$ cat src/rtl/store_data_formatter.sv
// store_data_formatter
//   Store-side byte-lane formatter and write handshake toward data memory.
//   On an accepted start strobe, the register data is formatted into
//   little-endian byte lanes with matching byte enables. The block then
//   holds a write request (MOV) until memory answers with MFC. A doubleword
//   store is issued as two word writes at consecutive word addresses. Each
//   transfer is guarded by an optional MFC timeout.
//
// Ports
//   CLK       in   1   clock, rising edge
//   RST_N     in   1   synchronous active-low reset
//   E         in   1   start strobe, only looked at while idle
//   dataSize  in   2   00 byte, 01 half, 10 word, 11 doubleword
//   ADDR      in   32  byte address of the store
//   D         in   32  store data (low word of a doubleword)
//   D2        in   32  high word of a doubleword
//   MFC       in   1   memory function complete
//   MEM_ADDR  out  32  word-aligned write address
//   MEM_DATA  out  32  lane-replicated write data
//   BE        out  4   byte enables, BE[i] covers MEM_DATA[8i+7:8i]
//   MOV       out  1   write request valid
//   BUSY      out  1   high whenever not idle
//   DONE      out  1   one-cycle pulse after the last transfer completes
//   ERR       out  1   one-cycle pulse on misalignment or timeout
module store_data_formatter #(
    parameter int TIMEOUT = 16
) (
    input  logic        CLK,
    input  logic        RST_N,
    input  logic        E,
    input  logic [1:0]  dataSize,
    input  logic [31:0] ADDR,
    input  logic [31:0] D,
    input  logic [31:0] D2,
    input  logic        MFC,
    output logic [31:0] MEM_ADDR,
    output logic [31:0] MEM_DATA,
    output logic [3:0]  BE,
    output logic        MOV,
    output logic        BUSY,
    output logic        DONE,
    output logic        ERR
);

    // The timer only has to count 0..TIMEOUT-1. The transfer aborts on the
    // edge that would have taken it to TIMEOUT.
    localparam int          TW   = (TIMEOUT > 1) ? $clog2(TIMEOUT) : 1;
    localparam logic [TW-1:0] TMAX = TW'(TIMEOUT - 1);

    typedef enum logic [2:0] {
        S_IDLE,
        S_XFER0,
        S_XFER1,
        S_FIN,
        S_FAIL
    } state_t;

    state_t          state_q;
    logic [TW-1:0]   timer_q;
    logic [31:0]     hi_q;       // high word, used only by the second dword beat
    logic            dword_q;
    logic [31:0]     addr_q;
    logic [31:0]     data_q;
    logic [3:0]      be_q;
    logic            mov_q;
    logic            busy_q;
    logic            done_q;
    logic            err_q;

    // Lane formatting and alignment check, taken straight from the inputs
    // so the first beat can be loaded on the same edge that accepts E.
    logic [31:0] fmt_data_d;
    logic [3:0]  fmt_be_d;
    logic        aligned_d;

    always_comb begin
        fmt_data_d = D;
        fmt_be_d   = 4'b1111;
        aligned_d  = (ADDR[1:0] == 2'b00);
        case (dataSize)
            2'b00: begin
                fmt_data_d = {4{D[7:0]}};
                fmt_be_d   = 4'b0001 << ADDR[1:0];
                aligned_d  = 1'b1;
            end
            2'b01: begin
                fmt_data_d = {2{D[15:0]}};
                fmt_be_d   = ADDR[1] ? 4'b1100 : 4'b0011;
                aligned_d  = ~ADDR[0];
            end
            default: ;  // word and dword keep the full-word defaults
        endcase
    end

    always_ff @(posedge CLK) begin
        if (!RST_N) begin
            state_q <= S_IDLE;
            timer_q <= '0;
            hi_q    <= '0;
            dword_q <= 1'b0;
            addr_q  <= '0;
            data_q  <= '0;
            be_q    <= '0;
            mov_q   <= 1'b0;
            busy_q  <= 1'b0;
            done_q  <= 1'b0;
            err_q   <= 1'b0;
        end else begin
            // DONE and ERR are single-cycle pulses by default.
            done_q <= 1'b0;
            err_q  <= 1'b0;
            case (state_q)
                S_IDLE: begin
                    if (E) begin
                        hi_q    <= D2;
                        dword_q <= (dataSize == 2'b11);
                        timer_q <= '0;
                        busy_q  <= 1'b1;
                        if (aligned_d) begin
                            state_q <= S_XFER0;
                            mov_q   <= 1'b1;
                            addr_q  <= {ADDR[31:2], 2'b00};
                            data_q  <= fmt_data_d;
                            be_q    <= fmt_be_d;
                        end else begin
                            // A misaligned store never raises MOV.
                            state_q <= S_FAIL;
                            err_q   <= 1'b1;
                        end
                    end
                end

                S_XFER0, S_XFER1: begin
                    // MFC is checked before the limit, so a completion in
                    // the last allowed cycle still counts as success.
                    if (MFC) begin
                        timer_q <= '0;
                        if (state_q == S_XFER0 && dword_q) begin
                            // Second beat: MOV stays high with no bubble.
                            state_q <= S_XFER1;
                            addr_q  <= addr_q + 32'd4;  // wraps at 2^32
                            data_q  <= hi_q;
                            be_q    <= 4'b1111;
                        end else begin
                            state_q <= S_FIN;
                            mov_q   <= 1'b0;
                            be_q    <= '0;
                            done_q  <= 1'b1;
                        end
                    end else if (TIMEOUT > 0 && timer_q == TMAX) begin
                        state_q <= S_FAIL;
                        mov_q   <= 1'b0;
                        be_q    <= '0;
                        err_q   <= 1'b1;
                    end else begin
                        timer_q <= timer_q + TW'(1);
                    end
                end

                S_FIN, S_FAIL: begin
                    state_q <= S_IDLE;
                    busy_q  <= 1'b0;
                end

                default: begin
                    state_q <= S_IDLE;
                    mov_q   <= 1'b0;
                    busy_q  <= 1'b0;
                end
            endcase
        end
    end

    assign MEM_ADDR = addr_q;
    assign MEM_DATA = data_q;
    assign BE       = be_q;
    assign MOV      = mov_q;
    assign BUSY     = busy_q;
    assign DONE     = done_q;
    assign ERR      = err_q;

endmodule
$ cat config.mk
export PLATFORM = sky130hd
export DESIGN_NAME = store_data_formatter
export DESIGN_NICKNAME = d
export VERILOG_FILES = /design/src/rtl/store_data_formatter.sv
export SDC_FILE = /design/constraint.sdc
export NUM_CORES = 1
export LEC_CHECK = 0
export ABC_AREA = 1
export ABC_CLOCK_PERIOD_IN_PS = 3500
export CAP_MARGIN = 20
export CORE_UTILIZATION = 52
export DETAILED_ROUTE_END_ITERATION = 6
export PLACE_DENSITY = 0.95
export SLEW_MARGIN = 40
export SYNTH_ARGS = -nofsm -noshare
export SYNTH_HDL_FRONTEND = slang
export SYNTH_SLANG_ARGS = --single-unit
$ cat constraint.sdc
create_clock -name CLK -period 3.5 [get_ports CLK]
set_clock_uncertainty 0.1 [all_clocks]
set_input_delay 0.525 -clock CLK [delete_from_list [all_inputs] [get_ports CLK]]
set_output_delay 0.525 -clock CLK [all_outputs]
set_load 0.01 [all_outputs]
==> flow_summary.json <==
{
  "clock.fmax_ghz": 0.3779,
  "cts_max_level": 3,
  "max_slew_margin": 0.4840,
  "crit_path_max_fanout": 70,
  "max_slew_vio_count": 0,
  "post_cts.resized_instances": 0,
  "detailedPlacementHpwl_um": 12590,
  "maxCapViolations": 0,
  "crit_slowest_cell": "buf_4",
  "first_global_vias": 6004,
  "cts-hold-fix-buffers": 0,
  "drt.antenna.violating_nets": 0,
  "critical-path-max-stage-delay_ps": 570,
  "cpLargestDelayFamily": "simple AND/OR/NAND/NOR gates",
  "p_leak_nw": 2.911,
  "post_synthesis_mean_instance_area_um2": 6.255,
  "seq_area_um2": 2202,
  "via_count": 6712,
  "rsz0062_at_grt": "no",
  "design.portCount": 174,
  "cp_data_required_time_ps": 3710,
  "fillerInstances": 863,
  "final_min_period_over_clock_period": 0.7561,
  "yosysSeqAreaShare": 0.3770,
  "tightestPinTransition_ps": 774.0,
  "grt_pass1_wl_um": 28160,
  "critical_path_buf_inv_count": 2,
  "worst_skew_pair.late_latency_ps": 390,
  "antenna_found_initial": 0,
  "dr.pass1.iters": 5,
  "core_um2": 10890,
  "die-area_um2": 11660,
  "detail_route.wirelength_um": 17560,
  "largest_net_degree_at_the_start_of_global_routing": 81,
  "cp-end-kind": "register",
  "row_count": 38,
  "area_of_the_multi_input_gates_um2": 3089,
  "numPortBuffers": 171,
  "clock_tree.root_cell": "clkbuf_8",
  "ir_drop_mv": 0.4637,
  "grtUsageTotal": 0.3046,
  "worst-endpoint-arrival_ps": 2860,
  "setup.worst_path.start_class": "register",
  "cts_post_setup_buffers_inserted": 0,
  "total_negative_slack_ps": 0,
  "cts.reportedPaths.clkPinSlew_ps": 100,
  "chipHeight_um": 108.0,
  "ys_ff_latch": 110,
  "die_span_x_um": 108.0,
  "cts_inserted_buffers": 9,
  "worstSetupPathType": "register to register",
  "layout-area-overhead-vs-synth_pct": 32.53,
  "timing.final.setup_violations": 0,
  "kind_of_path_behind_the_tightest_hold_check": "register to register",
  "finish.net_count": 1177,
  "yosys_warnings": 0,
  "finalWorstPathRequiredPeriod_ps": 2646,
  "report.power.total_mw": 4.572,
  "pwr_density_cell_nw_per_um2": 590.5,
  "diodes": 0,
  "path_common_cell": "nand2_1",
  "avgViaCountPerCell": 5.515,
  "final-hold-violation-count": 0,
  "effective_utilization_at_floorplan": 0.5365,
  "post_drt_wl_per_cell_um": 14.43,
  "cts_tree": "done",
  "syn-instance-count": 934,
  "cts.sink_count": 110,
  "drt_first_iter_violations": 491,
  "timing.critical_path.cells": "inv_2, nand2_1, nor2_2, nand2_1, nand4_4, buf_4, o21ai_0, nor2_1",
  "clockBufferDepth": 2,
  "status": "complete, no violations",
  "grt_remaining_overflow": 0,
  "post_synth_instance_area_um2": 5842,
  "drc_errors": 0,
  "globalplace.congestion": 0.8941,
  "layout-drive-gt1-share": 0.03435,
  "synthDistinctLibCells": 32
}
[state kept, by name (all words and copies together), names as in the netlist]
register  flops
DONE          1
state_q       3
MEM_ADDR     30
MEM_DATA     32
BUSY          1
ERR           1
dword_q       1
BE            4
MOV           1
timer_q       4
hi_q         32
[worst paths after layout]
kind	to	depth (start not counted)	from	slack [ps]
max reg2reg	MEM_ADDR[9]	8	state_q[1]	850
min	hi_q[28]	2	hi_q[28]	350
min reg2reg	hi_q[28]	2	hi_q[28]	350
max	MEM_ADDR[9]	8	state_q[1]	850
[cell usage after synthesis (all sizes together)]
cell    number  area (µm²)
a211oi       2       15.01
a21oi       88       440.4
a31oi        1       6.260
and2         1       6.260
buf         28       153.9
clkbuf      24       90.09
conb         1       3.750
dfxtp      110        2202
ha           2       25.02
inv         84       315.3
nand2      234       888.4
nand3       44       220.2
nand4        7       58.81
nor2       153       604.3
nor3         3       15.01
o211ai       7       52.55
o21a         1       7.510
o21ai      138       690.7
o21bai       2       15.01
o22ai        1       6.260
o31ai        1       7.510
xnor2        1       8.760
xor2         1       8.760
[cell usage in the layout, fill, tap and decap left out, types with 2 or more instances in the layout]
cell type	count
conb_1	2
clkdlybuf4s50_1	170
clkbuf_8	9
ha_1	2
nor3_1	3
nand4_1	6
dfxtp_1	110
nor2_4	3
o21bai_1	2
nand2_2	3
o21ai_1	5
clkinvlp_4	2
o21ai_0	133
nand3_1	44
nor2_1	147
inv_8	2
o211ai_1	7
inv_1	82
a211oi_1	2
buf_4	7
nor2_2	3
nand2_1	230
a21oi_1	88
[per-stage QoR]
| stage | utilization | instances | instance area, µm² | hold WS, ps | setup WS, ps |
|---|---|---|---|---|---|
| final | 0.7111 | 1217 | 7742 | 354.4 | 853.8 |
| after global routing | 0.7111 | 1217 | 7742 | 379.5 | 646.5 |
| after CTS | 0.7106 | 1217 | 7737 | 356.7 | 935.8 |
| after global placement | 0.6940 | 1202 | 7556 | 334.9 | 496.7 |
| after detailed placement | 0.6942 | 1202 | 7559 | 340.4 | 620.0 |
| after floorplan | - | 935 | 5846 | 324.5 | 1844 |
[per-layer routing]
metal | up-vias | global-route usage | share of wire
li1 | 3281 | - | -
met1 | 3035 | 0.3968 | 0.40
met2 | 344 | 0.4982 | 0.47
met3 | 52 | 0.04641 | 0.093
met4 | 0 | 0.1350 | 0.033
met5 | - | 0 | 0
[report_power, final]
group          switching (mW)  internal (mW)  total [mW]
logic                    1.12          0.880        2.00
registers               0.266           1.56        1.83
clock network           0.470          0.269       0.739
[final cells by class]
type / count / share of cell area
sequential: 110 / 0.2844
multi-input combinational: 689 / 0.3990
inverter: 84 / 0.04105
timing repair buffer: 179 / 0.2298
clock inverter: 6 / 0.007111
clock buffer: 9 / 0.01600
tap: 140 / 0.02262
[worst reg2reg max path, cell delays in order, from the launching register on]
cell and delay [ps]:
dfxtp_1 360, inv_2 70, nand2_1 130, nor2_2 530
nand2_1 270, nand4_4 190, buf_4 570, o21ai_0 220
nor2_1 150
[logic make-up (layout without fill, tap and decap cells)]
logic type                 Yosys count  count (layout)  share of synthesized area
and+or+nand+nor                    442             442                     0.3069
other                                1               2                  0.0006419
buffers and inverters              136             278                    0.09574
DFF                                110             110                     0.3770
xor gates and xnor gates             2               2                   0.002999
AOI/OAI and AO/OA                  241             241                     0.2125
adders and majority gates            2               2                   0.004283
Power figures use the tool's default switching activity.
